## src/rtl/dvp_pattern_gen_if.sv

```systemverilog
// DVP video bus: line-valid, frame-sync and pixel byte
// driven by a source toward a capture sink.
interface dvp_pattern_gen_if;
    logic [7:0] pixdata;
    logic       hsync;
    logic       vsync;

    modport master (output pixdata, hsync, vsync);
    modport slave  (input  pixdata, hsync, vsync);
endinterface

```

## src/rtl/dvp_pattern_gen.sv

```systemverilog
// DVP test-pattern source: frame timing FSM plus four
// selectable patterns, all outputs registered together.
module dvp_pattern_gen #(
    parameter int IMG_W   = 640,
    parameter int IMG_H   = 294,
    parameter int H_BLANK = 160,
    parameter int V_SYNC  = 3,
    parameter int V_BACK  = 17,
    parameter int V_FRONT = 10
) (
    input  logic                PixelClk,
    input  logic                reset,
    input  logic                en,
    input  logic [1:0]          pattern,
    dvp_pattern_gen_if.master   dvp,
    output logic                frame_done,
    output logic [15:0]         frame_cnt
);

    localparam int LINE = IMG_W + H_BLANK;
    localparam int VM1  = (V_SYNC > V_BACK) ? V_SYNC : V_BACK;
    localparam int VMAX = (VM1 > V_FRONT) ? VM1 : V_FRONT;
    localparam int CW   = $clog2(LINE * VMAX + 1);

    typedef logic [CW-1:0] cnt_t;

    localparam cnt_t       VS_END  = cnt_t'(V_SYNC * LINE - 1);
    localparam cnt_t       VB_END  = cnt_t'(V_BACK * LINE - 1);
    localparam cnt_t       VF_END  = cnt_t'(V_FRONT * LINE - 1);
    localparam cnt_t       HB_END  = cnt_t'(H_BLANK - 1);
    localparam logic [9:0] COL_END = 10'(IMG_W - 1);
    localparam logic [8:0] ROW_END = 9'(IMG_H - 1);

    typedef enum logic [2:0] {
        IDLE, VS, VBP, ACT, HBL, VFP
    } state_t;

    state_t      state_q, state_d;
    cnt_t        cnt_q, cnt_d;
    logic [9:0]  col_q, col_d;
    logic [8:0]  row_q, row_d;
    logic [1:0]  pat_q, pat_d;
    logic [15:0] fcnt_q, fcnt_d;
    logic        done_q, done_d;
    logic        hs_q, hs_d;
    logic        vs_q, vs_d;
    logic [7:0]  pix_q, pix_d;
    logic [7:0]  diag;

    always_comb begin
        state_d = state_q;
        cnt_d   = cnt_q + 1'b1;
        col_d   = col_q;
        row_d   = row_q;
        pat_d   = pat_q;
        fcnt_d  = fcnt_q;
        done_d  = 1'b0;
        unique case (state_q)
            IDLE: begin
                cnt_d = '0;
                if (en) begin
                    state_d = VS;
                    pat_d   = pattern;
                end
            end
            VS: if (cnt_q == VS_END) begin
                state_d = VBP;
                cnt_d   = '0;
            end
            VBP: if (cnt_q == VB_END) begin
                state_d = ACT;
                cnt_d   = '0;
                col_d   = '0;
                row_d   = '0;
            end
            ACT: begin
                cnt_d = '0;
                col_d = col_q + 1'b1;
                if (col_q == COL_END) begin
                    state_d = HBL;
                    col_d   = '0;
                end
            end
            HBL: if (cnt_q == HB_END) begin
                cnt_d = '0;
                if (row_q == ROW_END) begin
                    state_d = VFP;
                end else begin
                    state_d = ACT;
                    row_d   = row_q + 1'b1;
                end
            end
            VFP: if (cnt_q == VF_END) begin
                cnt_d  = '0;
                done_d = 1'b1;
                fcnt_d = fcnt_q + 16'd1;
                if (en) begin
                    state_d = VS;
                    pat_d   = pattern;
                end else begin
                    state_d = IDLE;
                end
            end
            default: begin
                state_d = IDLE;
                cnt_d   = '0;
            end
        endcase

        // Outputs derive from next-state values so they all
        // switch on the same edge as the state register.
        hs_d = (state_d == ACT);
        vs_d = (state_d == VS);
        diag = col_d[7:0] + row_d[7:0] + fcnt_d[7:0];
        unique case (pat_d)
            2'd0: pix_d = col_d[9:2];
            2'd1: pix_d = row_d[8:1];
            2'd2: pix_d = {8{col_d[5] ^ row_d[5]}};
            2'd3: pix_d = diag;
        endcase
        if (!hs_d) pix_d = 8'd0;
    end

    always_ff @(posedge PixelClk or negedge reset) begin
        if (!reset) begin
            state_q <= IDLE;
            cnt_q   <= '0;
            col_q   <= '0;
            row_q   <= '0;
            pat_q   <= '0;
            fcnt_q  <= '0;
            done_q  <= 1'b0;
            hs_q    <= 1'b0;
            vs_q    <= 1'b0;
            pix_q   <= 8'd0;
        end else begin
            state_q <= state_d;
            cnt_q   <= cnt_d;
            col_q   <= col_d;
            row_q   <= row_d;
            pat_q   <= pat_d;
            fcnt_q  <= fcnt_d;
            done_q  <= done_d;
            hs_q    <= hs_d;
            vs_q    <= vs_d;
            pix_q   <= pix_d;
        end
    end

    assign dvp.pixdata = pix_q;
    assign dvp.hsync   = hs_q;
    assign dvp.vsync   = vs_q;
    assign frame_done  = done_q;
    assign frame_cnt   = fcnt_q;

endmodule

```

## src/flat_wrapper.sv

```systemverilog
// flat-port wrapper written by rule: the top's interface ports become plain ports
module dvp_pattern_gen_flat 
#(
    parameter int IMG_W   = 640,
    parameter int IMG_H   = 294,
    parameter int H_BLANK = 160,
    parameter int V_SYNC  = 3,
    parameter int V_BACK  = 17,
    parameter int V_FRONT = 10
)
  (PixelClk, reset, en, pattern, frame_done, frame_cnt, dvp_pixdata, dvp_hsync, dvp_vsync);
  dvp_pattern_gen_if dvp_i ();
  input  logic PixelClk;
  input  logic reset;
  input  logic en;
  input  logic [1:0] pattern;
  output logic frame_done;
  output logic [15:0] frame_cnt;
  output wire logic [$bits(dvp_i.pixdata)-1:0] dvp_pixdata;
  output wire logic [$bits(dvp_i.hsync)-1:0] dvp_hsync;
  output wire logic [$bits(dvp_i.vsync)-1:0] dvp_vsync;
  assign dvp_pixdata = dvp_i.pixdata;
  assign dvp_hsync = dvp_i.hsync;
  assign dvp_vsync = dvp_i.vsync;
  dvp_pattern_gen #(.IMG_W(IMG_W), .IMG_H(IMG_H), .H_BLANK(H_BLANK), .V_SYNC(V_SYNC), .V_BACK(V_BACK), .V_FRONT(V_FRONT)) u_core (.PixelClk(PixelClk), .reset(reset), .en(en), .pattern(pattern), .dvp(dvp_i), .frame_done(frame_done), .frame_cnt(frame_cnt));
endmodule
```

## config.mk

```make
export PLATFORM = sky130hd
export DESIGN_NAME = dvp_pattern_gen_flat
export DESIGN_NICKNAME = d
export VERILOG_FILES = /design/src/rtl/dvp_pattern_gen_if.sv /design/src/rtl/dvp_pattern_gen.sv /design/src/flat_wrapper.sv
export SDC_FILE = /design/constraint.sdc
export NUM_CORES = 1
export LEC_CHECK = 0
export CORE_MARGIN = 3
export CORE_UTILIZATION = 41
export CTS_BUF_LIST = sky130_fd_sc_hd__clkbuf_16
export DETAILED_ROUTE_END_ITERATION = 8
export DONT_BUFFER_PORTS = 1
export GPL_TIMING_DRIVEN = 0
export PLACE_DENSITY = 0.65
export SLEW_MARGIN = 0
export SYNTH_ARGS = -nofsm -noshare
export SYNTH_HDL_FRONTEND = slang
export SYNTH_SLANG_ARGS = --single-unit
export TNS_END_PERCENT = 50
```

## constraint.sdc

```tcl
create_clock -name PixelClk -period 10.2 [get_ports PixelClk]
set_clock_uncertainty 0.2 [all_clocks]
set_input_delay 1.02 -clock PixelClk [delete_from_list [all_inputs] [get_ports PixelClk]]
set_output_delay 1.02 -clock PixelClk [all_outputs]
set_load 0.05 [all_outputs]
```

==> results.toml <==
[detailed_routing]
drc = 0
vias_per_cell = 5.55
wl_mm = 8.88
wl_per_cell_um = 16.0
final_antenna_net_count = 0
firstDrtPassIters = 4
drt-initial-drc-count = 289
num_vias = 3077

[finish]
fin_area_um2 = 4450
syn_to_final_growth_pct = 11.7
antenna_cells = 0
final_nets = 444
final_layout_size_suffix_gt1_share_pct = 9.88
utilization_pct = 47.7
fin_cells = 554

[die]
ioPinCount = 32
fp.dieH_um = 105
floorplan.initialDensity_pct = 42.7
die_x_um = 105
fp-row-count = 35
die-area_um2 = 10900
core-area_um2 = 9330

[yosys]
synth_area_leaders = "dfrtp_1 41%, fa_1 4.0%, xnor2_1 4.0%"
synth_common_cells = "65 x dfrtp_1, 37 x inv_1, 35 x nor2_1"
syn_inst = 409
synth_top_area_cell = "dfrtp_1"
synth_top_area_share_pct = 40.8
yosysSeqAreaShare_pct = 40.8
yosysWarnings = 0
netlist_area_um2 = 3990
synth_area_per_cell_um2 = 9.75
synthDistinctLibCells = 68
synth_edf_count = 0
async_flop_share_pct = 100
synth_nets = 433
synth_flop_cell = "dfrtp_1"
synth.most_common_cell = "dfrtp_1"
ys_ff_latch = 65

[power]
p_sw_mw = 0.103
power_frac_seq_pct = 45.3
p_leak_nw = 2.09
pwr-share-clk_pct = 54.7
max-vdd-ir-drop_v = 0.0000550
power.share.switching_pct = 18.1
power.density_nw_per_um2 = 128
p_comb_share_pct = 0
p_int_mw = 0.468
finalPower_mw = 0.571

[timing]
slew_violations = 0
hold_violations = 0
fin_crit_ps = 4900
period_share_pct = 48.1
setup_ws_ps = 5300
setup_viol = 0
slew_headroom_pct = 54.6
holdWs_ps = 189
tightest_slew_ps = 675
max_freq_mhz = 204
timing.setup.tns_ps = 0
rsz0062_at_grt = "no"

[cts]
clk_latency_ps = 330
cts_tree = "yes"
clockRootBuffer = "clkbuf_16"
cts_resized = 0
holdBufCountCts = 0
clk_pin_slew_ps = 50
clockBufferDepth = 2
numCtsBuffers = 9
clock_sinks = 65
post-cts-setup-buffer-count = 0
htree_levels = 3

[global_route]
grt_overflow = 0
grt_pass1_vias = 2952
grt_max_degree = 66
grt_pass1_wl_mm = 15.3
grt_util_all_layers_pct = 17.2
antenna_found_initial = 0

[placement]
place.gp.congestion = 0.839
dp.cells = 538
place_ws_ps = 5380
hpwl_mm = 6.66
port_buffers = 0
placed_cell_area_um2 = 4150

[setup_path]
critical_path_class = "flip-flop to flip-flop"
cp-end-kind = "flip-flop"
worst_setup_path_start_kind = "flip-flop"
cp.required_ps = 10230
crit_arrival_ps = 4940
path_max_fanout = 6

[job]
drv_cap = 0

[hold_path]
hold_path.class = "primary input to asynchronous set/reset pin"

[run_status]
status = "finished, final reports clean"
==> worst max-delay path: stages, from the launching register on <==
cell and delay, ps:
dfrtp_1 380, ha_1 240, and4_1 290, nand4_1 250, o21ai_1 420, o21ai_0 240
o2bb2ai_1 250, fa_1 570, ha_1 170, inv_1 50, fa_1 400, nor2b_1 130
o21a_1 170, o21a_1 160, o211ai_1 140, xnor2_1 250, xnor3_1 260, a211oi_1 220
==> sequential cells by signal, summed over array words and instances (netlist names) <==
name                flops
u_core.frame_cnt       16
u_core.col_q           10
u_core.dvp.pixdata      8
u_core.state_q          3
u_core.dvp.hsync        1
u_core.pat_q            2
u_core.cnt_q           14
u_core.dvp.vsync        1
u_core.row_q            9
u_core.frame_done       1
==> cells by family (layout without fill, tap and decap cells) <==
family / after synthesis / count (layout) / synth area share, %
and+or+nand+nor: 150 / 150 / 20.6
AOI/OAI and AO/OA: 80 / 80 / 14.2
buffers and inverters: 51 / 67 / 5.18
xor gates and xnor gates: 34 / 34 / 7.81
adders and majority gates: 19 / 19 / 7.47
muxes: 10 / 10 / 3.95
DFF: 65 / 65 / 40.8
==> cells in the final DEF (no fill, tap or decap), drive strengths merged, types with 7 or more instances in the layout <==
master	instances
a21oi	15
and3	10
clkbuf	14
dfrtp	65
fa	8
ha	11
inv	44
nand2	31
nand3	14
nand4	11
nor2	35
o21ai	16
or3	7
xnor2	18
xor2	15
==> power by group through the flow <==
stage          combinational [mW]  clock [mW]  sequential (mW)
2_1_floorplan            0.000269           0            0.263
3_3_place_gp             0.000275           0            0.263
3_5_place_dp             0.000283           0            0.263
4_1_cts                  0.000279       0.319            0.258
5_1_grt                  0.000316       0.330            0.258
6_report                 0.000281       0.312            0.258
==> worst paths after layout <==
check                                      from                     to  slack, ps  cells after the start
worst max-delay path            u_core.cnt_q[0]  u_core.dvp.pixdata[7]       5300                     17
worst min-delay path                      reset    u_core.frame_cnt[7]        190                      0
worst max register to register  u_core.cnt_q[0]  u_core.dvp.pixdata[7]       5300                     17
worst min register to register  u_core.cnt_q[0]        u_core.cnt_q[0]        290                      1
max in group asynchronous                 reset       u_core.dvp.vsync       9500                      0
min in group PixelClk           u_core.cnt_q[0]        u_core.cnt_q[0]        290                      1
==> area by class of cell <==
type / count / area (um2)
inverters: 41 / 156
clock buffers: 9 / 225
fillers: 864 / 4870
multi-input cells: 293 / 2150
plain buffers: 10 / 50.0
flip-flops and latches: 65 / 1630
clock inverters: 7 / 78.8
well taps: 129 / 161
==> metal layers <==
metal	routed length, um	track usage (%)	share of wire (%)	vias up
met5	0	0	0	-
met4	139	5.90	1.6	0
met3	475	4.57	5.3	13
met2	4280	27.2	48	81
met1	3980	23.0	45	1506
li1	-	-	-	1477
No activity file was read; power rests on OpenSTA's default activity.
